**src/rtl/abc_lane_ser_pkg.sv**
```systemverilog
// Shared types and helpers for the abc lane-bundle serializer.
// Imported by the interface, the lane mux and the serializer top.
package pa_Abc;

    localparam int ABC_LANE_W = 32;

    typedef logic [ABC_LANE_W-1:0] abc_lane_t;

    typedef enum logic {
        IDLE,
        SEND
    } abc_ser_st_e;

    // A single-lane bundle still needs a 1-bit index.
    function automatic int abc_idx_w(input int no1);
        return (no1 <= 1) ? 1 : $clog2(no1);
    endfunction

endpackage

```
**src/rtl/abc_lane_ser_if.sv**
```systemverilog
// Bundle-in / word-out handshake bus of abc_lane_ser.
// Optional out_par member is present when ABC_LANE_SER_PARITY_EN is defined.
interface abc_lane_ser_if
    import pa_Abc::*;
#(
    parameter int No1 = 6
);
    localparam int IdxW = abc_idx_w(No1);

    abc_lane_t [No1-1:0] abc;
    logic                in_vld;
    logic                in_rdy;
    abc_lane_t           out_data;
    logic [IdxW-1:0]     out_idx;
    logic                out_last;
    logic                out_vld;
    logic                out_rdy;
    logic                bsy;
`ifdef ABC_LANE_SER_PARITY_EN
    logic                out_par;
`endif

    // slave: the serializer; master: bundle producer plus word consumer.
    modport slave (
        input  abc, in_vld, out_rdy,
        output in_rdy, out_data, out_idx, out_last, out_vld, bsy
`ifdef ABC_LANE_SER_PARITY_EN
        , output out_par
`endif
    );

    modport master (
        output abc, in_vld, out_rdy,
        input  in_rdy, out_data, out_idx, out_last, out_vld, bsy
`ifdef ABC_LANE_SER_PARITY_EN
        , input out_par
`endif
    );

endinterface

```
**src/rtl/abc_lane_ser_mux.sv**
```systemverilog
// Purely combinational lane select: picks bundle_i[idx_i].
// Indices beyond No1-1 return zero so no X is produced for non power-of-2 bundles.
module abc_lane_mux
    import pa_Abc::*;
#(
    parameter int No1  = 6,
    parameter int IdxW = abc_idx_w(No1)
) (
    input  abc_lane_t [No1-1:0] bundle_i,
    input  logic [IdxW-1:0]     idx_i,
    output abc_lane_t           word_o
);

    // NOTE: every always_comb output gets a default first, so no path leaves it unassigned and no latch is inferred.
    always_comb begin
        word_o = '0;
        for (int i = 0; i < No1; i++) begin
            if (idx_i == IdxW'(i)) word_o = bundle_i[i];
        end
    end

endmodule

```
**src/rtl/abc_lane_ser.sv**
```systemverilog
// Lane-bundle serializer: captures No1 x 32-bit lanes, streams them lane 0 first.
// Define ABC_LANE_SER_PARITY_EN to add the per-word even parity output out_par.
module abc_lane_ser
    import pa_Abc::*;
#(
    parameter int No1 = 6
) (
    input  logic           ck,
    input  logic           rst_n,
    abc_lane_ser_if.slave  bus
);

    localparam int              IdxW     = abc_idx_w(No1);
    localparam logic [IdxW-1:0] LAST_IDX = IdxW'(No1 - 1);

    abc_ser_st_e         st_q, st_d;
    logic [IdxW-1:0]     cnt_q, cnt_d;
    abc_lane_t [No1-1:0] bundle_q;
    abc_lane_t           word_w;
    logic                out_vld_w;
    logic                out_last_w;
    logic                in_rdy_w;
    logic                load_w;

    // Outputs are gated by rst_n so the reset cycle itself already looks idle.
    assign out_vld_w  = rst_n && (st_q == SEND);
    assign out_last_w = out_vld_w && (cnt_q == LAST_IDX);
    assign in_rdy_w   = rst_n && ((st_q == IDLE) || (out_last_w && bus.out_rdy));
    assign load_w     = bus.in_vld && in_rdy_w;

    always_comb begin
        st_d  = st_q;
        cnt_d = cnt_q;
        unique case (st_q)
            IDLE: begin
                if (load_w) begin
                    st_d  = SEND;
                    cnt_d = '0;
                end
            end
            SEND: begin
                if (bus.out_rdy) begin
                    if (!out_last_w) begin
                        cnt_d = cnt_q + IdxW'(1);
                    end else begin
                        // A bundle captured on the last-word handshake streams without a bubble.
                        st_d  = load_w ? SEND : IDLE;
                        cnt_d = '0;
                    end
                end
            end
            default: begin
                st_d  = IDLE;
                cnt_d = '0;
            end
        endcase
    end

    // NOTE: sequential state uses non-blocking assignments so every flop samples pre-edge values.
    always_ff @(posedge ck) begin
        if (!rst_n) begin
            st_q  <= IDLE;
            cnt_q <= '0;
        end else begin
            st_q  <= st_d;
            cnt_q <= cnt_d;
        end
    end

    // NOTE: the bundle store has no reset; it is only observable through out_vld-gated outputs.
    always_ff @(posedge ck) begin
        if (load_w) bundle_q <= bus.abc;
    end

    abc_lane_mux #(
        .No1  (No1),
        .IdxW (IdxW)
    ) u_mux (
        .bundle_i (bundle_q),
        .idx_i    (cnt_q),
        .word_o   (word_w)
    );

    assign bus.in_rdy   = in_rdy_w;
    assign bus.out_vld  = out_vld_w;
    assign bus.bsy      = out_vld_w;
    assign bus.out_last = out_last_w;
    assign bus.out_idx  = rst_n ? cnt_q : '0;
    assign bus.out_data = out_vld_w ? word_w : '0;

`ifdef ABC_LANE_SER_PARITY_EN
    logic [No1-1:0] par_q;

    // Parity is computed per lane at capture so the output path is a plain select.
    always_ff @(posedge ck) begin
        if (load_w) begin
            for (int i = 0; i < No1; i++) par_q[i] <= ^bus.abc[i];
        end
    end

    assign bus.out_par = out_vld_w ? par_q[cnt_q] : 1'b0;
`endif

endmodule

```
**src/flat_wrapper.sv**
```systemverilog
// flat-port wrapper written by rule: the top's interface ports become plain ports
module abc_lane_ser_flat import pa_Abc::*;
#(
    parameter int No1 = 6
)
  (ck, rst_n, bus_abc, bus_in_vld, bus_out_rdy, bus_in_rdy, bus_out_data, bus_out_idx, bus_out_last, bus_out_vld, bus_bsy);
  abc_lane_ser_if #(.No1(No1)) bus_i ();
  input  logic ck;
  input  logic rst_n;
  input wire logic [$bits(bus_i.abc)-1:0] bus_abc;
  input wire logic [$bits(bus_i.in_vld)-1:0] bus_in_vld;
  input wire logic [$bits(bus_i.out_rdy)-1:0] bus_out_rdy;
  output wire logic [$bits(bus_i.in_rdy)-1:0] bus_in_rdy;
  output wire logic [$bits(bus_i.out_data)-1:0] bus_out_data;
  output wire logic [$bits(bus_i.out_idx)-1:0] bus_out_idx;
  output wire logic [$bits(bus_i.out_last)-1:0] bus_out_last;
  output wire logic [$bits(bus_i.out_vld)-1:0] bus_out_vld;
  output wire logic [$bits(bus_i.bsy)-1:0] bus_bsy;
  assign bus_i.abc = bus_abc;
  assign bus_i.in_vld = bus_in_vld;
  assign bus_i.out_rdy = bus_out_rdy;
  assign bus_in_rdy = bus_i.in_rdy;
  assign bus_out_data = bus_i.out_data;
  assign bus_out_idx = bus_i.out_idx;
  assign bus_out_last = bus_i.out_last;
  assign bus_out_vld = bus_i.out_vld;
  assign bus_bsy = bus_i.bsy;
  abc_lane_ser #(.No1(No1)) u_core (.ck(ck), .rst_n(rst_n), .bus(bus_i));
endmodule
```
**config.mk**
```make
export PLATFORM = sky130hd
export DESIGN_NAME = abc_lane_ser_flat
export DESIGN_NICKNAME = d
export VERILOG_FILES = /design/src/rtl/abc_lane_ser_pkg.sv /design/src/rtl/abc_lane_ser_if.sv /design/src/rtl/abc_lane_ser_mux.sv /design/src/rtl/abc_lane_ser.sv /design/src/flat_wrapper.sv
export SDC_FILE = /design/constraint.sdc
export NUM_CORES = 1
export LEC_CHECK = 0
export CAP_MARGIN = 20
export CORE_ASPECT_RATIO = 1.5
export CORE_MARGIN = 4
export CORE_UTILIZATION = 34
export CTS_BUF_LIST = sky130_fd_sc_hd__clkbuf_8
export CTS_CLUSTER_SIZE = 25
export DETAILED_ROUTE_END_ITERATION = 8
export DONT_BUFFER_PORTS = 1
export PLACE_DENSITY = 0.54
export SYNTH_ARGS = -nofsm -noshare
export SYNTH_HDL_FRONTEND = slang
export SYNTH_SLANG_ARGS = --single-unit
```
**constraint.sdc**
```tcl
create_clock -name ck -period 14.1 [get_ports ck]
set_input_delay 0.705 -clock ck [delete_from_list [all_inputs] [get_ports ck]]
set_output_delay 0.705 -clock ck [all_outputs]
set_load 0.02 [all_outputs]
```
==> metrics.txt <==
status finished, final reports clean; final worst path period share 27.2%; cell family with most CP delay buffers and inverters; 1st-iter DRT viols 272; Switching Share 23.8%; FF/Latch Area 5850 µm²; nets@finish 715; CP arrival 3130 ps; Yosys Warn Count 0; crit path launch type flop; GRT Total Usage between 10% and 20%; vias in the first global route roughly 4600; Post-CTS Resized 0; total chip power 1060 µW; Cell Int Power approximately 810 µW; Clock power frac around 31%; CTS tree built; Critical Path Stages 6; total congestion overflow 0; multi-input logic area 1770 µm²; r2r endpoint u_core.bundle_q[90]; Mean Syn Cell Area 15.1 µm²; Fin. Hold Viols 0; Critical Path Start u_core.cnt_q[0]; Fillers between 2000 and 2500; Initial Util 34.6%; Crit. End Element primary output; number of setup buffers added after CTS 0; WP buf/inv 2; commonest non-fill, non-tap cell in the layout edfxtp_1; root buf cell clkbuf_8; Core Area approximately 23000 µm²; initial antenna violation count 7; Sequential Power Share 63.4%; Clk pin slew, worst setup/hold paths 110 ps; Tmin final 3840 ps; Mapped Cells 527; worst slew pin tran about 1000 ps; fmax 261 MHz; most frequent cells in the layout 192 x edfxtp_1, 40 x inv_1, 37 x nand2_1; worst path cell trace ha_2, buf_4, nand3b_1, buf_4, o2bb2ai_1, a21oi_1; Slew HR 30.0%; Synth Register Bits 196; Static Leakage 0.00270 µW; port bufs 0; CP required 13400 ps; drt pass-1 iters 4; DRC Markers 0; Max Clock Skew 14.2 ps; Final HPWL DP 13.1 mm; Setup WS pre-CTS 10520 ps; R2R setup slack 10540 ps; fin. max-slew vios 0; Setup Viol. Count Final 0; top_reg_cell synth edfxtp_1; clk sink count 196; Max Root-Sink Buffers 2; Unique masters post-synth 28; Via Count 4322; most common cell type on the critical path buf_4; die width 133 µm; crit path kind flop to primary output; row count 68; Setup crit end bus_out_data[15]; power share of the combinational group 5.5%; H-tree levels 4; Die Span Y a little under 200 µm; PD cells 124 nW/µm²; reg2reg start u_core.cnt_q[0]; Post-Route Setup TNS 0 ps; final wirelength between 15 and 20 mm; syn_nets roughly 730; Routed Antenna Nets 0; share of layout cells above drive strength 1 14.2%; Sw Pwr roughly 250 µW; Mapped Area 7940 µm²; later-pin clock latency in the skew report 470 ps; peak supply drop 0.0745 mV; Die ar. 25900 µm²; Top Ports 235; Placer Congestion 0.774; Syn-to-layout area delta 7.66%; Vias/cell 5.33; pin count of the biggest net entering global routing 81; setup ws final 10260 ps; CTS buffer count 17; post-route core utilization a little under two fifths; DR WL/cell 23.8 µm; MaxCap Viol Count 0; RSZ-0062 raised after global routing no; number of synthesized flops with an enable pin 192; FF-to-FF path depth 6; first-pass GRT wire length roughly 29 mm; sequential share of the synthesized area 73.6%; Worst Hold Class input port to flop; CTS Hold Bufs 0; slowest cell delay on critical path 520 ps; CP max FO 69; ys async rst share 0%; Slowest-stage cell, CP buf_4
worst register-to-register path, stage by stage, from the launching register on:
cell and delay [ps]:
dfxtp_1 440, ha_2 200, buf_4 520, a31oi_1 300
nor2_4 510, buf_4 470, buf_4 700
per-layer routing:
layer	vias to the layer above	GRT usage [%]	share of wire, %
met4	6	5.62	1.7
met1	2147	16.0	37
li1	1996	-	-
met2	148	26.9	55
met5	-	0	0.14
met3	25	5.10	6.2
cells in the mapped netlist, types with 4 or more instances:
library cell	number	area (µm²)
buf_6	4	45.0
o2bb2ai_1	32	280
a221o_1	32	320
o21ai_0	33	165
clkbuf_1	22	82.6
inv_1	39	146
a21oi_1	34	170
buf_2	9	45.0
nand3b_1	33	248
a21oi_2	30	263
ha_1	5	62.6
dfxtp_1	4	80.1
nand2_1	37	139
edfxtp_1	192	5770
final cells by class:
cell class,instances,share of cell area (%)
well taps,280,4.10
repair buffers,8,0.937
flip-flops and latches,196,68.4
diodes,4,0.117
multi-input cells,252,20.7
inverters,39,1.71
clock buffers,17,2.74
clock inverters,15,1.26
stage by stage:
| step | hold WS (ps) | cell area [µm²] | cells |
|---|---|---|---|
| 6_report | 316 | 8550 | 811 |
| 4_1_cts | 269 | 8510 | 806 |
| 3_5_place_dp | 572 | 8170 | 774 |
| 5_1_grt | 269 | 8550 | 811 |
| 2_1_floorplan | 490 | 7940 | 527 |
| 3_3_place_gp | 538 | 8170 | 774 |
flip-flops by register name, indices dropped and copies added, names as in the netlist:
| signal | flops |
|---|---|
| u_core.bundle_q | 192 |
| u_core.cnt_q | 3 |
| u_core.st_q | 1 |
kinds of logic after synthesis:
logic type | share of synthesized area (%)
buffers and inverters | 4.41
AO/OA/AOI/OAI | 15.6
AND/OR/NAND/NOR | 5.58
flip-flops | 73.6
adder cells (fa/ha/maj) | 0.788
worst min path at each step:
stage                           endpoint  slack [ps]       startpoint  depth (start not counted)
floorplan                u_core.cnt_q[1]         490  u_core.cnt_q[1]                          2
global placement         u_core.cnt_q[1]         540  u_core.cnt_q[1]                          2
detailed placement       u_core.cnt_q[1]         570  u_core.cnt_q[1]                          2
CTS                 u_core.bundle_q[172]         270     bus_abc[172]                          0
global route         u_core.bundle_q[11]         270      bus_abc[11]                          0
finish              u_core.bundle_q[149]         320     bus_abc[149]                          0
power groups by stage:
stage	Sequential, µW	Combinational, µW	Clock (µW)
floorplan	689	46.1	0
global placement	684	57.6	0
detailed placement	685	59.2	0
CTS	671	59.2	342
global route	673	63.6	365
finish	671	57.8	330
Power figures use the tool's default switching activity.
